$ cat src/rtl/ps2_rx.sv
// PS/2 device-to-host receiver: synchronizes and deglitches the pad lines, deframes
// 11-bit frames (start, 8 data LSB-first, odd parity, stop) into a first-word-fall-through byte FIFO.
module ps2_rx #(
    parameter int unsigned FILTER_LEN     = 8,
    parameter int unsigned TIMEOUT_CYCLES = 50000,
    parameter int unsigned FIFO_DEPTH     = 4
) (
    input  logic       CLOCK_50,
    input  logic       RESET_N,
    input  logic       ps2_clk,
    input  logic       ps2_dat,
    output logic [7:0] rx_data,
    output logic       rx_valid,
    input  logic       rx_ready,
    output logic       parity_err,
    output logic       frame_err,
    output logic       overflow
);

    localparam int unsigned FW = (FILTER_LEN > 1) ? $clog2(FILTER_LEN) : 1;
    localparam int unsigned TW = $clog2(TIMEOUT_CYCLES + 1);
    localparam int unsigned AW = (FIFO_DEPTH > 1) ? $clog2(FIFO_DEPTH) : 1;
    localparam int unsigned PW = AW + 1;

    localparam logic [1:0] IDLE   = 2'd0;
    localparam logic [1:0] DATA   = 2'd1;
    localparam logic [1:0] PARITY = 2'd2;
    localparam logic [1:0] STOP   = 2'd3;

    logic          r_clk_s1, r_clk_s2, r_dat_s1, r_dat_s2;
    logic          r_clk_filt, r_clk_filt_d;
    logic [FW-1:0] r_filt_cnt;
    logic [1:0]    r_state, w_state_nxt;
    logic [2:0]    r_bit_cnt;
    logic [7:0]    r_shift;
    logic          r_par;
    logic [TW-1:0] r_to_cnt;
    logic          r_parity_err, r_frame_err, r_overflow;
    logic [7:0]    r_mem [FIFO_DEPTH];
    logic [PW-1:0] r_wr_ptr, r_rd_ptr;
    logic [7:0]    r_rx_data;
    logic          r_rx_valid;

    logic          w_sample, w_timeout;
    logic          w_start, w_shift, w_cap_par, w_push_req, w_perr, w_ferr;
    logic          w_full, w_pop, w_push, w_ovf;
    logic [PW-1:0] w_wr_nxt, w_rd_nxt;
    logic          w_valid_nxt;
    logic [7:0]    w_head_nxt;

    // Pad synchronizers and clock deglitch filter
    always_ff @(posedge CLOCK_50 or negedge RESET_N) begin
        if (!RESET_N) begin
            r_clk_s1     <= 1'b1;
            r_clk_s2     <= 1'b1;
            r_dat_s1     <= 1'b1;
            r_dat_s2     <= 1'b1;
            r_clk_filt   <= 1'b1;
            r_clk_filt_d <= 1'b1;
            r_filt_cnt   <= '0;
        end else begin
            r_clk_s1     <= ps2_clk;
            r_clk_s2     <= r_clk_s1;
            r_dat_s1     <= ps2_dat;
            r_dat_s2     <= r_dat_s1;
            r_clk_filt_d <= r_clk_filt;
            if (r_clk_s2 != r_clk_filt) begin
                if (r_filt_cnt == FW'(FILTER_LEN - 1)) begin
                    r_clk_filt <= r_clk_s2;
                    r_filt_cnt <= '0;
                end else begin
                    r_filt_cnt <= r_filt_cnt + FW'(1);
                end
            end else begin
                r_filt_cnt <= '0;
            end
        end
    end

    assign w_sample  = r_clk_filt_d & ~r_clk_filt;
    assign w_timeout = (r_state != IDLE) && !w_sample && (r_to_cnt == TW'(TIMEOUT_CYCLES - 1));

    always_ff @(posedge CLOCK_50 or negedge RESET_N) begin
        if (!RESET_N) r_state <= IDLE;
        else          r_state <= w_state_nxt;
    end

    // Frame deframer: next state and per-event strobes
    always_comb begin
        w_state_nxt = r_state;
        w_start     = 1'b0;
        w_shift     = 1'b0;
        w_cap_par   = 1'b0;
        w_push_req  = 1'b0;
        w_perr      = 1'b0;
        w_ferr      = 1'b0;
        if (w_timeout) begin
            w_state_nxt = IDLE;
            w_ferr      = 1'b1;
        end else if (w_sample) begin
            case (r_state)
                IDLE: begin
                    if (!r_dat_s2) begin
                        w_state_nxt = DATA;
                        w_start     = 1'b1;
                    end
                end
                DATA: begin
                    w_shift = 1'b1;
                    if (r_bit_cnt == 3'd7) w_state_nxt = PARITY;
                end
                PARITY: begin
                    w_cap_par   = 1'b1;
                    w_state_nxt = STOP;
                end
                STOP: begin
                    w_state_nxt = IDLE;
                    if (!r_dat_s2)               w_ferr     = 1'b1;
                    else if (!(^{r_shift, r_par})) w_perr   = 1'b1;
                    else                          w_push_req = 1'b1;
                end
                default: w_state_nxt = IDLE;
            endcase
        end
    end

    always_ff @(posedge CLOCK_50 or negedge RESET_N) begin
        if (!RESET_N) begin
            r_bit_cnt    <= '0;
            r_shift      <= '0;
            r_par        <= 1'b0;
            r_to_cnt     <= '0;
            r_parity_err <= 1'b0;
            r_frame_err  <= 1'b0;
            r_overflow   <= 1'b0;
        end else begin
            if (w_start)      r_bit_cnt <= '0;
            else if (w_shift) r_bit_cnt <= r_bit_cnt + 3'd1;
            if (w_shift)   r_shift <= {r_dat_s2, r_shift[7:1]};
            if (w_cap_par) r_par   <= r_dat_s2;
            if (w_sample || w_timeout || (r_state == IDLE)) r_to_cnt <= '0;
            else                                             r_to_cnt <= r_to_cnt + TW'(1);
            r_parity_err <= w_perr;
            r_frame_err  <= w_ferr;
            r_overflow   <= w_ovf;
        end
    end

    // FIFO control; the head byte and valid flag are precomputed so both outputs come from flops
    assign w_full      = (r_wr_ptr[AW] != r_rd_ptr[AW]) && (r_wr_ptr[AW-1:0] == r_rd_ptr[AW-1:0]);
    assign w_pop       = r_rx_valid & rx_ready;
    assign w_push      = w_push_req & (~w_full | w_pop);
    assign w_ovf       = w_push_req & w_full & ~w_pop;
    assign w_wr_nxt    = w_push ? r_wr_ptr + PW'(1) : r_wr_ptr;
    assign w_rd_nxt    = w_pop  ? r_rd_ptr + PW'(1) : r_rd_ptr;
    assign w_valid_nxt = (w_wr_nxt != w_rd_nxt);
    assign w_head_nxt  = (w_push && (r_wr_ptr[AW-1:0] == w_rd_nxt[AW-1:0])) ? r_shift
                                                                           : r_mem[w_rd_nxt[AW-1:0]];

    always_ff @(posedge CLOCK_50) begin
        if (w_push) r_mem[r_wr_ptr[AW-1:0]] <= r_shift;
    end

    always_ff @(posedge CLOCK_50 or negedge RESET_N) begin
        if (!RESET_N) begin
            r_wr_ptr   <= '0;
            r_rd_ptr   <= '0;
            r_rx_valid <= 1'b0;
            r_rx_data  <= '0;
        end else begin
            r_wr_ptr   <= w_wr_nxt;
            r_rd_ptr   <= w_rd_nxt;
            r_rx_valid <= w_valid_nxt;
            r_rx_data  <= w_valid_nxt ? w_head_nxt : 8'h00;
        end
    end

    assign rx_data    = r_rx_data;
    assign rx_valid   = r_rx_valid;
    assign parity_err = r_parity_err;
    assign frame_err  = r_frame_err;
    assign overflow   = r_overflow;

endmodule

$ cat config.mk
export PLATFORM = sky130hd
export DESIGN_NAME = ps2_rx
export DESIGN_NICKNAME = d
export VERILOG_FILES = /design/src/rtl/ps2_rx.sv
export SDC_FILE = /design/constraint.sdc
export NUM_CORES = 1
export LEC_CHECK = 0
export CAP_MARGIN = 0
export CORE_ASPECT_RATIO = 0.7
export CORE_UTILIZATION = 40
export CTS_CLUSTER_SIZE = 28
export DETAILED_ROUTE_END_ITERATION = 7
export PLACE_DENSITY_LB_ADDON = 0.2
export SLEW_MARGIN = 15
export SYNTH_ARGS = -nofsm -noshare
export SYNTH_HDL_FRONTEND = slang
export SYNTH_SLANG_ARGS = --single-unit
export TNS_END_PERCENT = 5
$ cat constraint.sdc
create_clock -name CLOCK_50 -period 2.2 [get_ports CLOCK_50]
set_input_delay 0.22 -clock CLOCK_50 [delete_from_list [all_inputs] [get_ports CLOCK_50]]
set_output_delay 0.22 -clock CLOCK_50 [all_outputs]
set_load 0.005 [all_outputs]
==> results of run 1 <==
==> registers in the layout, summed over array words and instances, names as in the netlist <==
signal / count
frame_err: 1
overflow: 1
parity_err: 1
r_bit_cnt: 3
r_clk_filt: 1
r_clk_filt_d: 1
r_clk_s1: 1
r_clk_s2: 1
r_dat_s1: 1
r_dat_s2: 1
r_filt_cnt: 3
r_mem: 32
r_par: 1
r_rd_ptr: 3
r_shift: 8
r_state: 2
r_to_cnt: 16
r_wr_ptr: 3
rx_data: 8
rx_valid: 1
==> metal layers <==
metal  vias to the layer above  wire, um  share of wire
li1                       1072         -              -
met1                      1087      3740           0.53
met2                        29      3028           0.43
met3                         7       254          0.036
met4                         0        71          0.010
met5                         -         0              0
==> cell families after synthesis <==
kind of cell / after synthesis / share of synthesized area
flip-flops: 89 / 0.6160
multiplexers: 29 / 0.1043
AND/OR/NAND/NOR: 77 / 0.09881
buffers and inverters: 12 / 0.01255
XOR/XNOR: 33 / 0.09077
adder cells (fa/ha/maj): 15 / 0.04828
AO/OA/AOI/OAI: 19 / 0.02929
==> layout by cell type, fill, tap and decap left out, drive strengths merged <==
master	Yosys	routed
dfrtp	51	51
edfxtp	32	32
buf	1	24
nor2	22	22
nand2	18	18
xnor2	18	18
ha	15	15
clkdlybuf4s50	0	15
clkbuf	3	15
xor2	13	13
mux2	12	12
and3	10	10
inv	8	9
mux2i	9	9
a21oi	9	9
nand3	8	8
mux4	8	8
dfstp	6	6
nor2b	5	5
nand4	4	4
o21ai	4	4
xnor3	2	3
o211ai	2	2
and2	2	2
a31oi	2	2
nor4b	1	1
or4	1	1
and4	1	1
and4b	1	1
a21boi	1	1
nor3b	1	1
nand3b	1	1
nor4	1	1
nand2b	1	1
a32o	1	1
dlygate4sd3	0	1
==> worst max-delay path: stages, from the launching register on <==
cell and delay (ns):
dfrtp_1 0.41, xnor2_2 0.17, xnor3_2 0.48, xnor2_4 0.17, and4b_2 0.29, xnor3_2 0.37, a21oi_2 0.17
==> worst max-delay path by stage <==
stage / start / endpoint / slack (ns) / depth (start not counted)
after CTS: r_shift[2] / rx_data[4] / 0.003 / 6
after global routing: r_shift[4] / rx_data[6] / -0.004 / 6
after detailed placement: rx_ready / rx_data[2] / -0.007 / 7
after floorplan: r_shift[2] / rx_data[0] / 0.002 / 7
final: r_shift[4] / rx_data[4] / 0.07 / 6
after global placement: rx_ready / rx_data[2] / -0.01 / 7
==> cell usage after synthesis (all sizes together) (5+ instances only) <==
master  instances
nor2           22
nand3           8
nand2          18
ha             15
and3           10
mux4            8
a21oi           9
edfxtp         32
mux2           12
inv             8
dfstp           6
xor2           13
nor2b           5
mux2i           9
dfrtp          51
xnor2          18
==> layout make-up <==
type                            instances  area, um2
Fill cell                             782       4474
Inverter                                8      30.03
Multi-Input combinational cell        174       1505
Tap cell                              124      155.1
Timing Repair Buffer                   40      387.9
Sequential cell                        89       2395
Clock inverter                          1      6.256
Clock buffer                           15      299.0
==> power breakdown <==
group          switching (mW)  internal (mW)  leakage (nW)  total [mW]
Clock                   0.596          0.929         0.152        1.52
Combinational           0.879          0.909         0.904        1.79
Sequential              0.131           1.93          1.02        2.06
==> what timing repair did <==
action / 4_1_cts / 5_1_grt
hold endpoints to repair: 14 / 0
endpoints found under the setup margin: 0 / 9
gates resized for setup: 0 / 9
hold buffers: 1 / 0
==> metrics, run 1 <==
num rows 29; Post-CTS Setup Bufs 0; post-synthesis average cell area 14.19 um2; worst-path maximum fanout 5; Worst R2R Path Depth 6; Placer Congestion 0.7278; r2r endpoint rx_data[4]; worst skew pair latency around 0.34 ns; max-cap violations 0; Fin. Hold Viols 0; Final Cycle Share 0.9660; peak supply drop approximately 650 uV; Die X between 100 and 150 um; Longest Clk Path Bufs 2; share of layout cells above drive strength 1 0.2385; Setup CP Type flip-flop to flip-flop; Core Box Area about 0.0093 mm2; Yosys top cell by area dfrtp_1; routing usage on met1 0.2265; final clock skew around 0.0039 ns; number of flops mapped to enable cells by yosys 32; largest net degree at the start of global routing 38; GR Layer Usage met3 0.05978; post-synth net total about 300; via count between 2000 and 2500; Most used DFF post-synth dfrtp_1; Finished Core Util 0.5164; crit path DAT around 2.4 ns; HP Class input pin to flip-flop; min-delay src ps2_dat; Synthesis Warnings 0; grt total ovfl 0; clock sink count 89; Synth Register Bits a little under 90; Area growth, synth to finish 22.92%; Max Slew Vio Count 0; ant diodes 0; Final setup viols 0; Layout Cells excl Fill 451; H-tree Lvls 3; Worst R2R Setup Slack 0.07 ns; vias in the first global route roughly 2300; Worst Hold Depth 1; CP Launch Type flip-flop; headroom to the max-slew limit 0.6677; total power ~5.4 mW; Hold Path Sink r_dat_s1; vias per cell 4.867; final WL roughly 7.1 mm; first-pass GRT wire length between 10 and 15 mm; Worst setup EP type flip-flop; CTS buffer count 9; busiest grt layer met2; RSZ-0062 raised after global routing yes; setup_tns 0 ns; pwr/cell area approximately 1100 mW/mm2; Synth Cell Area 0.003887 mm2; IO Count 17; Nets approximately 340; status finished clean; DIE AREA ~0.01 mm2; DRC 0; Reg-to-Reg Start r_shift[4]; CTS tree built; setup ws final roughly 0.075 ns; dpl hpwl about 4.8 mm; Initial Utilization 0.4201; Slew @ Worst Pin 0.4985 ns; Tot GR Track Use 0.1604; synth top area cells dfrtp_1, edfxtp_1, ha_1; crit path time final ~2.1 ns; pre-CTS setup slack -0.007103 ns; register clock-pin slew on the reported worst setup and hold paths 0.06 ns; CTS root buffer clkbuf_16; Leak approximately 2.1 nW; port bufs 16; Pre-antenna DRT Iters 4; Final Cell Area ~0.0048 mm2; Syn Inst Count between 200 and 300; M2 GR Usage 0.2286; Placed Area roughly 0.0044 mm2; top cell type's share of synthesized area 0.3283; overall die height between 80 and 90 um; Max Clk Rate 470.6 MHz; Cell variety after synth 38; initial antenna violation count 0; wire length per cell 15.73 um; Required @ worst endpoint roughly 2.5 ns; Placed Cells around 430; Routed Antenna Nets 0; hold_ws 0.2838 ns; sequential area share after synthesis 0.6160; drt initial violations 78; Async SR Flop Fraction 0.6404
(Power assumes the default switching activity.)
==> run 2, diff against run 1 <==
- MAX_ROUTING_LAYER: unset -> met4
==> run 2 against run 1 <==
  * Register-to-register slack is essentially flat
  * Critical path depth unchanged
  * Die area did not move
  * Via count up 0.14%
  * Highest routed layer unchanged
  * Cell area unchanged
  * Clock skew down 0.00091 ns
  * Non-clock buffer count did not move
  * Global-route usage rose by 0.50 points
  * Combinational power barely moved
==> metrics, run 2 (same netlist as run 1, synthesis figures left out) <==
hold_ws 0.2820 ns (-0.001753 ns); min-delay src ps2_dat; Cell Int Power 3.769 mW (about the same); Setup CP Type flip-flop to flip-flop; Routed Antenna Nets 0 (unchanged); Final Cycle Share 0.9628 (-0.003165); CTS buffer count 9 (unchanged); Pre-antenna DRT Iters 4 (unchanged); status finished clean; CP Depth 6 (unchanged); CP peak stage delay 0.48 ns (about the same); Fin. Hold Viols 0 (unchanged); Critical path origin r_shift[4]; Placed Cells 433 (unchanged); final clock skew 0.003026 ns (-0.0009126 ns); port bufs 16 (unchanged); register clock-pin slew on the reported worst setup and hold paths 0.06 ns (about the same); crit path DAT 2.39 ns (about the same); pre-CTS setup slack -0.007103 ns (unchanged); Tot GR Track Use 0.1654 (+0.004985); CP Cell Sequence xnor2_2 -> xnor3_2 -> xnor2_4 -> and4b_2 -> xnor3_2 -> a21oi_2; share of layout cells above drive strength 1 0.2385 (unchanged); Required @ worst endpoint 2.47 ns (about the same); dpl hpwl 4.829 mm (unchanged); crit path time final 2.118 ns (-0.006962 ns); Worst setup EP type flip-flop; Placed Area 0.004402 mm2 (unchanged); Top Family by Delay on Critical Path XOR/XNOR gates; Die X 119.8 um (unchanged); Finished Core Util 0.5164 (unchanged); Nets 342 (unchanged); Slew @ Worst Pin 0.4948 ns (-0.003733 ns); setup ws final 0.08187 ns (+0.006962 ns); Max Slew Vio Count 0 (unchanged); Layout Cells excl Fill 451 (unchanged); largest net degree at the start of global routing 38 (unchanged); Fill cells 782 (unchanged); DRC 0 (unchanged); worst skew pair latency 0.34 ns (about the same); peak supply drop 642.4 uV (-0.65%); Final Cell Area 0.004778 mm2 (unchanged); via count 2198 (+0.14%); Final setup viols 0 (unchanged); Leak 2.074 nW (unchanged); clock sink count 89 (unchanged); CP Launch Type flip-flop; r2r endpoint rx_data[4]; Core Box Area 0.009253 mm2 (unchanged); sw power 1.600 mW (-0.37%); HP Class input pin to flip-flop; grt total ovfl 0 (unchanged); overall die height 84.48 um (unchanged); IO Count 17 (unchanged); DIE AREA 0.01012 mm2 (unchanged); Worst R2R Setup Slack 0.08 ns (about the same); Post-CTS Setup Bufs 0 (unchanged); CP endpoint rx_data[4]; CTS root buffer clkbuf_16; initial antenna violation count 0 (unchanged); most frequent cells in the layout dfrtp_1, edfxtp_1, nor2_1; Worst Path Buf+Inv 0 (unchanged); final WL 7.087 mm (about the same); Placer Congestion 0.7366 (+1.2%); RSZ-0062 raised after global routing yes; Crit path top cell by count xnor3_2; sw frac 0.2980 (-0.0007631); Clk network pwr share 0.284 (about the same); ant diodes 0 (unchanged); max-cap violations 0 (unchanged); Worst R2R Path Depth 6 (unchanged); H-tree Lvls 3 (unchanged); combinational share of power 0.332 (about the same); Max Clk Rate 472.1 MHz (+0.33%); max reg flops 32 (unchanged); num rows 29 (unchanged); CP max-delay cell xnor3_2; worst-path maximum fanout 5 (unchanged); Area growth, synth to finish 22.92% (unchanged); first-pass GRT wire length 11.92 mm (-0.12%); wire length per cell 15.71 um (about the same); vias in the first global route 2275 (+0.40%); vias per cell 4.874 (+0.14%); CTS tree built; pwr/cell area 1124 mW/mm2 (-0.12%); Initial Utilization 0.4201 (unchanged); Longest Clk Path Bufs 2 (unchanged); Flop pwr share 0.384 (about the same); Reg-to-Reg Start r_shift[4]; most common cell after layout, fill and taps aside dfrtp_1; drt initial violations 89 (+14%); headroom to the max-slew limit 0.6678 (about the same)
-- run 2: cell counts in the layout (fill, tap and decap cells not counted) --
Identical to the previous run, type by type.
-- run 2: layout make-up --
cell class | count | area, um2 | area share
Multi-Input combinational cell | 174 | 1505 | 0.3150
Tap cell | 124 | 155.1 | 0.03247
Sequential cell | 89 | 2395 | 0.5012
Inverter | 8 | 30.03 | 0.006284
Clock inverter | 1 | 6.256 | 0.001309
Clock buffer | 15 | 299.0 | 0.06258
Timing Repair Buffer | 40 | 387.9 | 0.08117
-- run 2: power groups by stage --
stage                     clock network [mW]  logic (mW)  registers [mW]
final                                   1.52        1.78            2.06
after global routing                    1.63        1.98            2.09
after CTS                               1.56        1.70            2.06
after detailed placement                   0        1.69            2.10
after global placement                     0        1.65            2.09
after floorplan                            0        1.04            2.08
-- run 2: metal layers --
metal | GRT usage | vias up | part of all wire
met2 | 0.2291 | 27 | 0.42
met1 | 0.2256 | 1091 | 0.53
met4 | 0.07159 | 0 | 0.017
met3 | 0.04755 | 9 | 0.031
li1 | - | 1071 | -
met5 | - | - | 0
-- run 2: how the worst min path moves through the flow --
stage,slack (ns),depth (start not counted),end
after floorplan,-0.08,0,frame_err
after global placement,0.21,1,r_filt_cnt[0]
after detailed placement,0.22,1,r_filt_cnt[1]
after CTS,0.27,1,r_clk_s1
after global routing,0.29,1,r_dat_s1
final,0.28,1,r_dat_s1
-- run 2: what timing repair did --
item / CTS / global route
endpoints found under the hold margin: 14 / 0
resized for setup: 0 / 9
setup endpoints to repair: 0 / 9
hold buffers: 1 / 0
-- run 2: metrics by stage --
stage	power [mW]	TNS, ns
after detailed placement	3.783	-0.007103
after global routing	5.695	-0.005625
final	5.369	0
after CTS	5.320	0
after global placement	3.736	-0.01124
after floorplan	3.120	0
